<file path="src/rtl/hazard_ctrl.sv">
// Pipeline hazard/stall controller: load-use stalls, branch flushes, data-memory
// freeze with timeout watchdog, and saturating stall/flush performance counters.
module hazard_ctrl #(
    parameter int unsigned TIMEOUT = 255,
    parameter int unsigned CNT_W   = 16
) (
    input  logic             clk,
    input  logic             rst,
    input  logic [4:0]       id_rs1,
    input  logic [4:0]       id_rs2,
    input  logic             id_rs1_used,
    input  logic             id_rs2_used,
    input  logic [4:0]       ex_rd,
    input  logic             ex_mem_read,
    input  logic             br_taken,
    input  logic             mem_busy,
    output logic             pc_en,
    output logic             ifid_en,
    output logic             idex_en,
    output logic             exmem_en,
    output logic             ifid_flush,
    output logic             idex_flush,
    output logic             memwb_flush,
    output logic             mem_err,
    output logic [CNT_W-1:0] stall_cnt,
    output logic [CNT_W-1:0] flush_cnt
);

    localparam logic [1:0] S_RUN  = 2'd0;
    localparam logic [1:0] S_WAIT = 2'd1;
    localparam logic [1:0] S_ERR  = 2'd2;

    localparam logic [15:0]      WAIT_LAST = 16'(TIMEOUT - 1);
    localparam logic [CNT_W-1:0] CNT_MAX   = {CNT_W{1'b1}};

    logic [1:0]  state;
    logic [1:0]  state_nxt;
    logic [15:0] wait_cnt;
    logic        load_use;
    logic        stall_evt;
    logic        flush_evt;

    // x0 is hardwired zero, so it never carries a dependency
    always_comb begin
        load_use = ex_mem_read && (ex_rd != 5'd0) &&
                   ((id_rs1_used && (id_rs1 == ex_rd)) ||
                    (id_rs2_used && (id_rs2 == ex_rd)));
    end

    // Next state and stage controls; reset and ERR both force a full bubble
    always_comb begin
        state_nxt   = state;
        stall_evt   = 1'b0;
        flush_evt   = 1'b0;
        pc_en       = 1'b1;
        ifid_en     = 1'b1;
        idex_en     = 1'b1;
        exmem_en    = 1'b1;
        ifid_flush  = 1'b0;
        idex_flush  = 1'b0;
        memwb_flush = 1'b0;

        if (rst) begin
            state_nxt   = S_RUN;
            pc_en       = 1'b0;
            ifid_en     = 1'b0;
            idex_en     = 1'b0;
            exmem_en    = 1'b0;
            ifid_flush  = 1'b1;
            idex_flush  = 1'b1;
            memwb_flush = 1'b1;
        end else begin
            case (state)
                S_RUN, S_WAIT: begin
                    if (mem_busy) begin
                        pc_en       = 1'b0;
                        ifid_en     = 1'b0;
                        idex_en     = 1'b0;
                        exmem_en    = 1'b0;
                        memwb_flush = 1'b1;
                        stall_evt   = 1'b1;
                        if ((state == S_WAIT) && (wait_cnt == WAIT_LAST)) begin
                            state_nxt = S_ERR;
                        end else begin
                            state_nxt = S_WAIT;
                        end
                    end else begin
                        state_nxt = S_RUN;
                        if (br_taken) begin
                            ifid_flush = 1'b1;
                            idex_flush = 1'b1;
                            flush_evt  = 1'b1;
                        end else if (load_use) begin
                            pc_en      = 1'b0;
                            ifid_en    = 1'b0;
                            idex_flush = 1'b1;
                            stall_evt  = 1'b1;
                        end
                    end
                end
                default: begin
                    state_nxt   = S_ERR;
                    pc_en       = 1'b0;
                    ifid_en     = 1'b0;
                    idex_en     = 1'b0;
                    exmem_en    = 1'b0;
                    ifid_flush  = 1'b1;
                    idex_flush  = 1'b1;
                    memwb_flush = 1'b1;
                end
            endcase
        end
    end

    // State, watchdog and saturating counters
    always_ff @(posedge clk) begin
        if (rst) begin
            state     <= S_RUN;
            wait_cnt  <= 16'd0;
            mem_err   <= 1'b0;
            stall_cnt <= '0;
            flush_cnt <= '0;
        end else begin
            state   <= state_nxt;
            mem_err <= (state_nxt == S_ERR);
            if (!mem_busy) begin
                wait_cnt <= 16'd0;
            end else if (state != S_ERR) begin
                wait_cnt <= wait_cnt + 16'd1;
            end
            if (stall_evt && (stall_cnt != CNT_MAX)) begin
                stall_cnt <= stall_cnt + CNT_W'(1);
            end
            if (flush_evt && (flush_cnt != CNT_MAX)) begin
                flush_cnt <= flush_cnt + CNT_W'(1);
            end
        end
    end

endmodule

</file>
<file path="config.mk">
export PLATFORM = sky130hd
export DESIGN_NAME = hazard_ctrl
export DESIGN_NICKNAME = d
export VERILOG_FILES = /design/src/rtl/hazard_ctrl.sv
export SDC_FILE = /design/constraint.sdc
export NUM_CORES = 1
export LEC_CHECK = 0
export CORE_MARGIN = 2
export CORE_UTILIZATION = 50
export DETAILED_ROUTE_END_ITERATION = 7
export PLACE_DENSITY = 0.84
export SLEW_MARGIN = 10
export SYNTH_ARGS = -nofsm -noshare
export SYNTH_HDL_FRONTEND = slang
export SYNTH_SLANG_ARGS = --single-unit
</file>
<file path="constraint.sdc">
create_clock -name clk -period 2.9 [get_ports clk]
set_input_delay 0.58 -clock clk [delete_from_list [all_inputs] [get_ports clk]]
set_output_delay 0.58 -clock clk [all_outputs]
set_load 0.005 [all_outputs]
</file>
; Yosys cells after proc, flatten, opt, wreduce, memory -nomap -nowiden
; Index checks and enable logic that the tools add are counted.
[word_totals]
output_inout_bits = 40
ff_bits = 51
[op_classes]
mux = 30
n_eq_ne = 8
add_sub_neg = 3
bitwise = 1
reduce_logical = 12
[ops]
columns = operator, n
row1 = 16-bit by 1-bit adder with 16-bit output (second input constant), 3
row2 = 16-bit != test (second input constant), 2
row3 = 1-bit 2-to-1 mux, 26
row4 = 16-bit by 8-bit == test with 1-bit output (second input constant), 1
row5 = 5-bit == test, 2
row6 = 2-bit 2-to-1 mux, 4
row7 = 1-bit logical AND, 7
row8 = 5-bit nonzero test, 1
row9 = 2-bit OR reduction, 2
row10 = 2-bit by 1-bit == test with 1-bit output (second input constant), 1
row11 = 2-bit == test (second input constant), 1
row12 = 2-bit logical NOT, 1
row13 = 2-bit != test (second input constant), 1
row14 = 1-bit logical OR, 1
row15 = 1-bit inverter, 1

; Logic depth before layout (Yosys ltp)
; Gate-level depths: netlist of run 1.
[logic_depth]
depth_word = 10
ltp_mapped = 8
mapped_depth_nobuf = 8

; Worst setup path before layout of run 1
; Ideal clock, no wire load.
[synth_path]
path_type = input -> output
start = input port ex_rd[1]
end = output port pc_en
stages = 6
path_buffers = 1
t_arrival_ns = 1.612
setup_slack_ns = 0.708
cell_sequence = or4_1 o21ai_1 inv_1 nand2_1 a22o_1 buf_4
[synth_via]
elab_chain_len = 9
word_cells_on_any_way = 13
[synth_rtl]
columns = element, line_no
row1 = start: declaration, 13  ; input logic [4:0] ex_rd,
row2 = 5-bit == test (on tied branches), "46, 47"
row3 = 1-bit logical AND (on tied branches), "46, 47"
row4 = 1-bit logical OR, 46  ; ((id_rs1_used && (id_rs1 == ex_rd)) ||
row5 = 1-bit logical AND *, 45  ; load_use = ex_mem_read && (ex_rd != 5'd0) &&
row6 = 1-bit 2-to-1 mux * (5 in a row), -
row7 = end: declaration, 17  ; output logic pc_en,
; Every way passes the cells marked *; elsewhere a longest branch is shown, timed or not.

; Final worst setup path of run 1
[layout_path]
start = input port ex_rd[3]
end = output port ifid_en
[layout_via]
elab_chain_len = 9
word_cells_on_any_way = 13
[layout_rtl]
columns = element, line_no
row1 = 5-bit == test (on tied branches), "46, 47"
row2 = 1-bit logical AND (on tied branches), "46, 47"
row3 = 1-bit logical OR, 46
row4 = 1-bit logical AND *, 45
row5 = 1-bit 2-to-1 mux *, 93  ; end else if (load_use) begin
row6 = 1-bit 2-to-1 mux *, 89  ; if (br_taken) begin
row7 = 1-bit 2-to-1 mux *, 75  ; if (mem_busy) begin
row8 = 1-bit 2-to-1 mux *, 73  ; case (state)
row9 = 1-bit 2-to-1 mux *, 63  ; if (rst) begin
row10 = end: declaration, 18  ; output logic ifid_en,
; Marks and branches as above.

==> impl_metrics.json, run 1 <==
{
  "synth_top_area_frac": 0.4052,
  "first_global_vias": 2122,
  "antenna_found_initial": 0,
  "dp_hpwl_mm": 4.243,
  "slowest_delay_ns": 0.46,
  "routed_wl_mm": 5.661,
  "p_sw_mw": 0.2902,
  "globalplace.congestion": 0.8006,
  "place_ws_ns": -0.1456,
  "switching_share": 0.2301,
  "setup_ws_ns": 0.08734,
  "wire_per_inst_um": 13.01,
  "period_needed_ns": 2.813,
  "antenna_left": 0,
  "crit_path_top_delay_cell": "clkdlybuf4s50_1",
  "final_nets": 393,
  "die_y_um": 74.99,
  "yosysTopAreaCell": "dfxtp_1",
  "status": "completed",
  "r2r_end": "stall_cnt[11]",
  "cts_tree": "yes",
  "grt.overflow.total": 0,
  "synth.avg_cell_area_um2": 8.456,
  "rsz0062_at_grt": "false",
  "synth.net_count": 324,
  "boundaryPins": 62,
  "insertion_delay_ns": 0.31,
  "cts.clk_slew.worst_paths_ns": 0.09,
  "worstHoldEndpoint": "wait_cnt[10]",
  "fillerInstances": 395,
  "drive_gt1_frac": 0.07880,
  "dr_total_vias": 2252,
  "seqPwrFrac": 0.563,
  "max-cap-violations": 0,
  "crit_chain": "clkdlybuf4s50_1 -> buf_4 -> xnor2_1 -> nand4_1 -> o22ai_2 -> nand2_1 -> a22o_1 -> dlygate4sd2_1",
  "hold_viol": 0,
  "synth_edf_count": 0,
  "fin_skew_ns": 0.009329,
  "crit_family": "buffers and inverters",
  "multi_input_area_um2": 1434,
  "regToRegStartpoint": "stall_cnt[3]",
  "synth_flop_cell": "dfxtp_1",
  "worstSetupStartpointType": "input port",
  "power.density_nw_per_um2": 377.0,
  "crit_cells": 8,
  "ys_ff_latch": 51,
  "rr_worst_depth": 7,
  "clockPowerShare": 0.337,
  "grt_pass1_wl_mm": 9.163,
  "via_per_inst": 5.177,
  "h-tree-depth": 2,
  "drt_iter0_markers": 111,
  "setup_viol": 0,
  "fp.dieArea_um2": 5624,
  "worstPathArrival_ns": 2.23,
  "worst_pin_slew_ns": 0.6424,
  "yosys_warnings": 0,
  "path_buf_inv": 3,
  "power.leakage_nw": 1.138,
  "path_class": "input port to output pin",
  "regArea_um2": 1021,
  "rrSetupSlack_ns": 0.63,
  "design_area_um2": 3346,
  "cts_buffer_depth": 2,
  "hp-class": "flop to flop",
  "post_cts_buffers": 0,
  "diodes": 0,
  "ir_drop_v": 0.0003259,
  "fmax_mhz": 355.5,
  "grt_usage": 0.2097,
  "numPortBuffers": 61,
  "synth_area_leaders": "dfxtp_1 41%, xnor2_1 9.4%, nor2_1 7.7%, xor2_1 7.3%, nand2_1 4.6%",
  "async_reset_ff_frac": 0,
  "grt_max_degree": 32,
  "rows": 25,
  "drtPass1Iterations": 4,
  "yosysSeqAreaShare": 0.4052,
  "slew_headroom": 0.5718,
  "cts_sinks": 51,
  "core_area_um2": 4786,
  "endpoint_kind": "output pin",
  "hp-start": "wait_cnt[10]",
  "numCtsBuffers": 5,
  "fin_setup_tns_ns": 0,
  "area_delta_synth_final_pct": 32.77,
  "drc": 0,
  "netlist_area_um2": 2520,
  "initial_core_util": 0.5265,
  "comb_power_share": 0.100,
  "place_area_um2": 3248,
  "hold_depth": 2,
  "period_share": 0.9699,
  "crit_fanout": 3,
  "critPathRequiredTime_ns": 2.32,
  "die_x_um": 74.99,
  "synthCells": 298,
  "intPower_mw": 0.9711,
  "ys_types": 40,
  "ctsRootBufferMaster": "clkbuf_8",
  "finalMaxSlewViolations": 0
}
==> metal layers <==
layer  GRT usage  wire length, um  vias up
li1            -                -     1149
met1      0.2606             2511     1036
met2      0.3606             2715       62
met3     0.05221              374        5
met4     0.05952               59        0
met5           0                0        -
==> cells in the final DEF (no fill, tap or decap), types with 6 or more instances in the layout <==
cell	synthesis	layout
xnor2_1	27	27
xor2_1	21	21
nor2_1	52	52
nor3_1	12	12
clkdlybuf4s50_1	0	58
nand2_1	31	31
nand4_1	14	14
dfxtp_1	51	51
and3_1	7	7
buf_4	4	12
o21ai_0	8	8
clkbuf_8	0	6
nand3_1	10	10
or3_1	6	6
a21oi_1	7	7
==> cells by family (layout without fill, tap and decap cells) <==
group / count (synthesis) / in the layout / share of synthesized area
adder cells (fa/ha/maj): 4 / 4 / 0.01986
XOR/XNOR: 48 / 48 / 0.1668
AO/OA/AOI/OAI: 23 / 23 / 0.06257
multiplexers: 2 / 2 / 0.009929
buffers and inverters: 15 / 85 / 0.02830
AND/OR/NAND/NOR: 155 / 155 / 0.3073
flip-flops: 51 / 51 / 0.4052
==> metrics by stage <==
stage               std cells  total power, mW  hold WS, ns  utilization
floorplan                 298           0.7836       0.4618            -
global placement          427           0.8505       0.4781       0.6787
detailed placement        427           0.8544       0.4926       0.6787
CTS                       435            1.275       0.5063       0.6991
global route              435            1.314       0.5281       0.6991
finish                    435            1.261       0.4998       0.6991
==> power by group through the flow <==
stage          sequential, mW  combinational (mW)  clock (mW)
2_1_floorplan           0.725              0.0582           0
4_1_cts                 0.710               0.127       0.438
5_1_grt                 0.711               0.137       0.466
3_5_place_dp            0.726               0.128           0
3_3_place_gp            0.726               0.125           0
6_report                0.710               0.126       0.425
==> tightest hold or removal path, delay by kind of cell, from the launching register on <==
kind | cells | cell delay, ns
AOI/OAI and AO/OA | 2 | 0.13
DFF | 1 | 0.33
==> layout make-up <==
type                       instances  share of cell area
multi-input combinational        232              0.4286
sequential                        51              0.3052
timing repair buffer              73              0.2083
clock buffer                       7             0.02580
tap                               67             0.02506
inverter                           4            0.004488
clock inverter                     1            0.002618
==> sequential cells by signal, indices dropped and copies added, names as in the netlist <==
name / flops
state: 2
flush_cnt: 16
stall_cnt: 16
mem_err: 1
wait_cnt: 16
==> Yosys cell counts (2+ instances only) <==
cell type	count
nand4_1	14
nand3_1	10
dfxtp_1	51
nor4_1	4
buf_4	4
nor2b_1	2
and2_1	3
clkbuf_1	5
nor3_1	12
inv_1	4
nand2_1	31
and3_1	7
nand2b_1	3
nor3b_1	2
or3_1	6
a21oi_1	7
o21ai_0	8
xnor2_1	27
or4_1	2
buf_1	2
nor2_1	52
ha_1	4
xor2_1	21
==> repair_timing <==
item	4_1_cts	5_1_grt
hold buffers	0	0
gates resized for setup	4	0
setup endpoints to repair	3	0
==> how the worst max path moves through the flow <==
stage               to     start
6_report       ifid_en  ex_rd[3]
5_1_grt        ifid_en  ex_rd[1]
4_1_cts        ifid_en  ex_rd[3]
3_5_place_dp   ifid_en  ex_rd[2]
3_3_place_gp     pc_en  ex_rd[2]
2_1_floorplan    pc_en  ex_rd[1]
(Power assumes the default switching activity.)
==> run 2: changes to the inputs <==
--- a/config.mk
+++ b/config.mk
@@ -9,6 +9,7 @@
 export CORE_UTILIZATION = 50
 export DETAILED_ROUTE_END_ITERATION = 7
 export PLACE_DENSITY = 0.84
+export SETUP_SLACK_MARGIN = 0.02
 export SLEW_MARGIN = 10
 export SYNTH_ARGS = -nofsm -noshare
 export SYNTH_HDL_FRONTEND = slang
==> run 2 against run 1 <==
Count of clock-buffer cells in the layout is the same. Worst hold slack is essentially flat. Sequential power is essentially flat. Clock power is essentially flat. First-iteration DRC count grew 1.8%. Critical path depth shrank 1. Global-route usage is the same. Largest power group unchanged. Sequential share of layout area grew 0.069 points. Critical path type unchanged. Cell area shrank 0.22%. Utilization shrank 0.16 points. Critical endpoint is now idex_flush. Non-clock buffer count is the same. Maximum frequency grew 2.9%.
==> impl_metrics.json, run 2 (same netlist as run 1, synthesis figures left out) <==
{
  "finalMaxSlewViolations": 0,
  "cts_buffer_depth": 2,
  "status": "completed",
  "final_nets": 393,
  "numPortBuffers": 61,
  "worst_pin_slew_ns": 0.6426,
  "drt_iter0_markers": 113,
  "fin_skew_ns": 0.009457,
  "antenna_left": 0,
  "globalplace.congestion": 0.8006,
  "worstSetupStartpointType": "input port",
  "power.density_nw_per_um2": 377.7,
  "cts_tree": "yes",
  "grtUsageMet1": 0.2606,
  "rows": 25,
  "initial_core_util": 0.5265,
  "fmax_mhz": 365.9,
  "h-tree-depth": 2,
  "die_x_um": 74.99,
  "grt_use_met3": 0.05221,
  "busiest_layer": "met2",
  "endpoint_kind": "output pin",
  "worstPathArrival_ns": 2.15,
  "critPathRequiredTime_ns": 2.32,
  "period_needed_ns": 2.733,
  "rsz0062_at_grt": "false",
  "cp-startpoint": "ex_rd[2]",
  "regToRegStartpoint": "stall_cnt[3]",
  "hold_viol": 0,
  "power.leakage_nw": 1.134,
  "ir_drop_v": 0.0003259,
  "via_per_inst": 5.170,
  "path_class": "input port to output pin",
  "grt_usage": 0.2097,
  "grt.overflow.total": 0,
  "hp-class": "flop to flop",
  "reg_top3": "flush_cnt: 16 flops, stall_cnt: 16 flops, wait_cnt: 16 flops",
  "slew_headroom": 0.5716,
  "fp.dieArea_um2": 5624,
  "insertion_delay_ns": 0.31,
  "first_global_vias": 2122,
  "cts_sinks": 51,
  "numCtsBuffers": 5,
  "ctsRootBufferMaster": "clkbuf_8",
  "whs_ns": 0.4993,
  "core_area_um2": 4786,
  "period_share": 0.9425,
  "hp-start": "wait_cnt[10]",
  "dr_total_vias": 2249,
  "diodes": 0,
  "max-cap-violations": 0,
  "final_common_cell": "clkdlybuf4s50_1",
  "wire_per_inst_um": 13.02,
  "boundaryPins": 62,
  "drive_gt1_frac": 0.08424,
  "drtPass1Iterations": 4,
  "die_y_um": 74.99,
  "rrSetupSlack_ns": 0.63,
  "grt_use_met2": 0.3606,
  "setup_viol": 0,
  "drc": 0,
  "routed_wl_mm": 5.663,
  "dp_hpwl_mm": 4.243,
  "antenna_found_initial": 0,
  "grt_pass1_wl_mm": 9.163,
  "crit_fanout": 2,
  "fin_setup_tns_ns": 0,
  "area_delta_synth_final_pct": 32.47,
  "final_cell_mix": "58 x clkdlybuf4s50_1, 52 x nor2_1, 51 x dfxtp_1",
  "cts.clk_slew.worst_paths_ns": 0.09,
  "grt_max_degree": 32
}
==> run 2: cell types whose count changed in the layout (fill, tap and decap cells not counted) <==
cell / change
dlygate4sd2_1: -2
clkbuf_2: +2
==> run 2: layer usage <==
metal | share of wire | routed length (um) | vias up
met4 | 0.010 | 59 | 0
li1 | - | - | 1150
met3 | 0.066 | 373 | 5
met2 | 0.48 | 2703 | 60
met5 | 0 | 0 | -
met1 | 0.45 | 2527 | 1034
==> run 2: final cells by class <==
| cell class | count | area (um^2) |
|---|---|---|
| Tap cell | 67 | 83.83 |
| Sequential cell | 51 | 1021 |
| Multi-Input combinational cell | 232 | 1434 |
| Fill cell | 397 | 1448 |
| Clock inverter | 1 | 8.758 |
| Inverter | 4 | 15.01 |
| Timing Repair Buffer | 73 | 689.4 |
| Clock buffer | 7 | 86.33 |
==> run 2: worst paths after layout <==
path,endpoint,cells past startpoint
worst min register to register,wait_cnt[10],2
worst min-delay path,wait_cnt[10],2
worst max register to register,stall_cnt[11],7
worst max-delay path,idex_flush,7
==> run 2: through the flow <==
step	instances	power, mW	worst slack, ns	area (um^2)	utilization
2_1_floorplan	298	0.7836	0.7081	2520	-
3_3_place_gp	427	0.8505	-0.1076	3248	0.6787
3_5_place_dp	427	0.8544	-0.1456	3248	0.6787
4_1_cts	435	1.275	0.08224	3346	0.6991
5_1_grt	435	1.313	0.05525	3338	0.6975
6_report	435	1.261	0.1668	3338	0.6975
==> run 2: what timing repair did <==
action	CTS	global route
pin swaps	1	2
resized for setup	4	4
buffers inserted	0	0
endpoints found under the setup margin	3	2
hold buffers	0	0
==> run 2: critical path, stage by stage <==
cell             delay [ns]
clkdlybuf4s50_1        0.44
or4_1                  0.51
o21ai_1                0.14
inv_1                  0.07
nand2_1                0.07
o21ai_0                0.06
dlygate4sd2_1          0.27
==> run 2: where the power goes <==
part	internal [mW]	switching (mW)
registers	0.704	0.00528
logic	0.0704	0.0555
clock network	0.196	0.230
total	0.971	0.290
==> run 3: changes to the inputs <==
--- a/config.mk
+++ b/config.mk
@@ -7,6 +7,7 @@
 export LEC_CHECK = 0
 export CORE_MARGIN = 2
 export CORE_UTILIZATION = 50
+export CTS_CLUSTER_SIZE = 40
 export DETAILED_ROUTE_END_ITERATION = 7
 export PLACE_DENSITY = 0.84
 export SETUP_SLACK_MARGIN = 0.02
==> results of run 3 <==
Same layout as run 2: the final DEF is identical, and so are final timing and power.
